[config.mk]
export PLATFORM = sky130hd
export DESIGN_NAME = bitwise_reducer
export DESIGN_NICKNAME = d
export VERILOG_FILES = /design/src/rtl/bitwise_reducer_pkg.sv /design/src/rtl/bitwise_reducer_op_unit.sv /design/src/rtl/bitwise_reducer.sv
export SDC_FILE = /design/constraint.sdc
export NUM_CORES = 1
export LEC_CHECK = 0
export BUFFER_PORTS_ARGS = -buffer_cell sky130_fd_sc_hd__buf_2
export CORE_MARGIN = 5
export CORE_UTILIZATION = 51
export DETAILED_ROUTE_END_ITERATION = 7
export PLACE_DENSITY = 0.8
export SLEW_MARGIN = 25
export SYNTH_ARGS = -nofsm -noshare
export SYNTH_HDL_FRONTEND = slang
export SYNTH_HIERARCHICAL = 1
export SYNTH_SLANG_ARGS = --single-unit
[constraint.sdc]
create_clock -name clk -period 1.6 [get_ports clk]
set_input_delay 0.08 -clock clk [delete_from_list [all_inputs] [get_ports clk]]
set_output_delay 0.08 -clock clk [all_outputs]
set_load 0.02 [all_outputs]
[src/rtl/bitwise_reducer_pkg.sv]
// Shared op codes and FSM state type for the bitwise reducer and its
// combinational op unit.
package bitwise_reducer_pkg;

  typedef enum logic [1:0] {
    OP_OR  = 2'd0,
    OP_AND = 2'd1,
    OP_XOR = 2'd2,
    OP_NOR = 2'd3
  } op_e;

  typedef enum logic [1:0] {
    S_IDLE  = 2'd0,
    S_ACCUM = 2'd1,
    S_DONE  = 2'd2
  } state_e;

endpackage

[src/rtl/bitwise_reducer_op_unit.sv]
// Combinational two-word OR/AND/XOR selected by op; NOR is not handled here,
// callers map it to OR and invert downstream.
module bitwise_op_unit
  import bitwise_reducer_pkg::*;
#(
  parameter int unsigned WIDTH = 16
) (
  input  op_e              op,
  input  logic [WIDTH-1:0] a,
  input  logic [WIDTH-1:0] b,
  output logic [WIDTH-1:0] y
);

  always_comb begin
    y = a | b;
    case (op)
      OP_AND:  y = a & b;
      OP_XOR:  y = a ^ b;
      default: y = a | b;
    endcase
  end

endmodule

[src/rtl/bitwise_reducer.sv]
// Folds a handshaked stream of len+1 words into one word using OR/AND/XOR/NOR,
// presenting the result on a valid/ready output port.
module bitwise_reducer
  import bitwise_reducer_pkg::*;
#(
  parameter int unsigned WIDTH = 16,
  parameter int unsigned LEN_W = 4
) (
  input  logic             clk,
  input  logic             rst_n,
  input  logic             start,
  input  logic [1:0]       op,
  input  logic [LEN_W-1:0] len,
  input  logic             in_valid,
  output logic             in_ready,
  input  logic [WIDTH-1:0] in_data,
  output logic             out_valid,
  input  logic             out_ready,
  output logic [WIDTH-1:0] out_data,
  output logic             busy
);

  state_e           state_q, state_d;
  op_e              op_q;
  op_e              unit_op;
  logic [LEN_W-1:0] len_q;
  logic [LEN_W-1:0] cnt_q;
  logic [WIDTH-1:0] acc_q;
  logic [WIDTH-1:0] acc_nxt;
  logic [WIDTH-1:0] out_q;
  logic             accept;
  logic             last;

  assign in_ready  = (state_q == S_ACCUM);
  assign out_valid = (state_q == S_DONE);
  assign busy      = (state_q != S_IDLE);
  assign out_data  = out_q;

  assign accept = in_valid && in_ready;
  // Compare precedes the increment, so cnt wrapping at N=2^LEN_W is harmless.
  assign last   = accept && (cnt_q == len_q);

  // NOR accumulates as OR; the inversion happens when the result is registered.
  assign unit_op = (op_q == OP_NOR) ? OP_OR : op_q;

  bitwise_op_unit #(
    .WIDTH (WIDTH)
  ) u_op (
    .op (unit_op),
    .a  (acc_q),
    .b  (in_data),
    .y  (acc_nxt)
  );

  always_ff @(posedge clk) begin
    if (!rst_n) begin
      state_q <= S_IDLE;
    end else begin
      state_q <= state_d;
    end
  end

  always_comb begin
    state_d = state_q;
    unique case (state_q)
      S_IDLE:  if (start)     state_d = S_ACCUM;
      S_ACCUM: if (last)      state_d = S_DONE;
      S_DONE:  if (out_ready) state_d = S_IDLE;
      default:                state_d = S_IDLE;
    endcase
  end

  always_ff @(posedge clk) begin
    if (!rst_n) begin
      acc_q <= '0;
      cnt_q <= '0;
      op_q  <= OP_OR;
      len_q <= '0;
      out_q <= '0;
    end else begin
      case (state_q)
        S_IDLE: begin
          if (start) begin
            op_q  <= op_e'(op);
            len_q <= len;
            cnt_q <= '0;
            acc_q <= (op_e'(op) == OP_AND) ? '1 : '0;
          end
        end
        S_ACCUM: begin
          if (accept) begin
            acc_q <= acc_nxt;
            cnt_q <= cnt_q + LEN_W'(1);
            if (last) begin
              out_q <= (op_q == OP_NOR) ? ~acc_nxt : acc_nxt;
            end
          end
        end
        default: ;
      endcase
    end
  end

endmodule

==> metrics.cfg <==
[status]
status=finished, violations left
violations=setup timing

[yosys]
syn-cell-area_mm2=0.00289
synthesis.nets=404
synth-seq-cells=44
yosysWarnings=6
yosysUniqueCellTypes=33
syn_inst=342
avgSynthCellArea_um2=8.44
ys_seq_area_frac=0.305

[critical_path]
worst-endpoint-arrival_ns=2.26
worst-path-buf-inv=2
cpPeakStageDelay_ns=0.39
cp_cell_sequence=nor2b_4, inv_2, ha_4, buf_12, a221oi_4, a21oi_2, xnor2_1, nand4_1, o21ai_2
cp.required_ns=1.83
cp_top_family=flip-flops
endpoint_kind=flip-flop
slowest_stage=dfxtp_4
critical_path_class=flip-flop to flip-flop
worstPathMaxFanout=8
startpoint_type=flip-flop

[drt]
num_vias=2890
routed_wirelength_um=9190
wl_per_cell_um=18.9
drc=0
drt_iter0_drc=295
antenna_left=0
dr.pass1.iters=5
vias_per_cell=5.93

[power]
p_clk_frac=0.232
switchingPower_mw=1.40
seqPwrFrac=0.341
swShare=0.370
power_density_mw_per_mm2=968
power_leakage_nw=1.75
power_mw=3.79
p_int_mw=2.39
ir_drop_mv=0.461
comb_power_share=0.427

[final_layout]
n_antenna_cell=0
utilization=0.711
num-fill-cells=357
fin_nets=476
area_growth_pct=35.6
drive_above_1_share=0.378

[cts]
clk_latency_ns=0.31
clock_sinks=44
cts_tree=done
numCtsBuffers=5
cts_hold_buf=0
clockBufferDepth=2
root_buffer=clkbuf_8
path_clk_slew_ns=0.09
htree_levels=2

[floorplanning]
die_height_um=85.2
core-area_mm2=0.00551
ios=46
initial_core_util=0.524
die_area_mm2=0.00726
row_count=27
die_w_um=85.2

[run]
maxCapViolCount=0

[sta]
final.period_utilization=1.27
finalSetupViolCount=31
setup_slack_ns=-0.428
report.final.slew_viol_count=0
rsz0062_at_grt=true
hold_viol_final=0
max_freq_mhz=493
fin_worst_skew_ns=0.0135
slew_headroom=0.527
period_needed_ns=2.03
worst_pin_slew_ns=0.708

[global_route]
antenna_found_initial=0
grt_max_degree=28
grt_overflow_total=0
grt_first_pass_wirelength_um=12900
track_usage=0.217
grt_pass1_vias=2647

[worst_hold_path]
hp-class=input pin to flip-flop

[placement]
post-place-ws_ns=-0.250
gp_congestion=0.786
portBuffers=45
hpwl_um=4890

-- metal layers --
layer  up-vias  GRT usage  wire length, um
li1       1311          -                -
met3        66     0.0437              856
met4         0     0.0734              523
met1      1302      0.284             3630
met5         -          0                0
met2       211      0.355             4180
-- synthesized netlist by cell type --
library cell  instances  area share
and3_1                1      0.0022
and2_1                2      0.0043
nor2b_1               5       0.011
buf_4                 2      0.0052
a221oi_2             12       0.062
mux2i_1               1      0.0035
xnor2_1              19       0.058
a21oi_1              32       0.055
nand2_1              43       0.056
or2_2                 1      0.0022
a21o_1                1      0.0026
nor3_1                1      0.0017
xor2_1                3      0.0091
nand2b_1              1      0.0022
nor2_1                4      0.0052
ha_1                 35        0.15
buf_8                 1      0.0052
nand4_1              16       0.035
nor3_2                1      0.0035
clkbuf_1             14       0.018
buf_6                 5       0.020
a21boi_0              7       0.018
nand3_1               2      0.0035
a221oi_1              4       0.012
a21oi_2               1      0.0030
dfxtp_1              44        0.31
nor3b_1               1      0.0026
buf_1                 1      0.0013
o21ai_2              10       0.030
o21ai_0              33       0.057
buf_2                 3      0.0052
o21a_1                1      0.0026
inv_1                35       0.046
-- worst min-delay path: stages --
cell and delay (ns):
buf_2 0.10, nand2_1 0.04, a21boi_0 0.06
-- final timing paths --
check / start / end / slack (ns) / cells after the start
worst max-delay path: op_q[0]$_SDFFE_PN0P_ / out_data[0]$_SDFFE_PN0P_ / -0.43 / 9
worst min-delay path: len[2] / len_q[2]$_SDFFE_PN0P_ / 0.03 / 3
worst max register to register: op_q[0]$_SDFFE_PN0P_ / out_data[0]$_SDFFE_PN0P_ / -0.43 / 9
worst min register to register: out_data[10]$_SDFFE_PN0P_ / out_data[10]$_SDFFE_PN0P_ / 0.44 / 2
-- area by class of cell --
type	count	area [um^2]	share of cell area
multi-input cells	237	1990	0.508
flip-flops and latches	44	888	0.227
repair buffers	91	708	0.181
inverters	35	131	0.0336
well taps	72	90.1	0.0230
clock buffers	6	72.6	0.0185
clock inverters	2	35.0	0.00895
-- placed cells by master, fill, tap and decap left out, types with 13 or more instances in the layout --
master	count
ha_1	33
inv_1	34
buf_4	27
xnor2_1	19
a21oi_2	16
o21ai_0	26
a21oi_1	13
buf_2	46
dfxtp_1	42
nand2_1	41
nand4_1	16
-- kinds of logic (layout without fill, tap and decap cells) --
| family | after synthesis | count (layout) | share of synthesized area |
|---|---|---|---|
| fa+ha+maj | 35 | 35 | 0.152 |
| flops | 44 | 44 | 0.305 |
| mux | 1 | 1 | 0.00347 |
| xor+xnor | 22 | 22 | 0.0668 |
| buf+inv | 61 | 134 | 0.100 |
| simple gates | 78 | 78 | 0.129 |
| compound gates | 101 | 101 | 0.244 |
-- timing repair --
action | 4_1_cts | 5_1_grt
resized for setup | 25 | 19
setup buffers | 7 | 16
endpoints found under the setup margin | 32 | 33
pin swaps | 14 | 10
hold endpoints to repair | 0 | 0
gates cloned | 1 | 1
-- stage by stage --
| step | hold slack, ns | setup TNS [ns] | cell area [um^2] | instances |
|---|---|---|---|---|
| after global placement | 0.329 | -4.20 | 3350 | 454 |
| final | 0.0253 | -5.26 | 3910 | 487 |
| after floorplan | 0.217 | -0.784 | 2990 | 342 |
| after global routing | 0.0371 | -7.03 | 3910 | 487 |
| after detailed placement | 0.345 | -4.27 | 3350 | 454 |
| after CTS | 0.0282 | -2.91 | 3670 | 470 |
-- registers in the layout, summed over array words and instances (netlist names) --
register and cells:
acc_q 16, out_data 16, cnt_q 4, len_q 4, op_q 2, state_q 2
-- power by group through the flow --
| stage | logic [mW] | clock network [mW] | registers, mW |
|---|---|---|---|
| after floorplan | 0.816 | 0 | 1.33 |
| after global placement | 1.17 | 0 | 1.30 |
| after detailed placement | 1.20 | 0 | 1.31 |
| after CTS | 1.40 | 0.869 | 1.28 |
| after global routing | 1.71 | 0.924 | 1.31 |
| final | 1.62 | 0.880 | 1.29 |
Power figures use the tool's default switching activity.
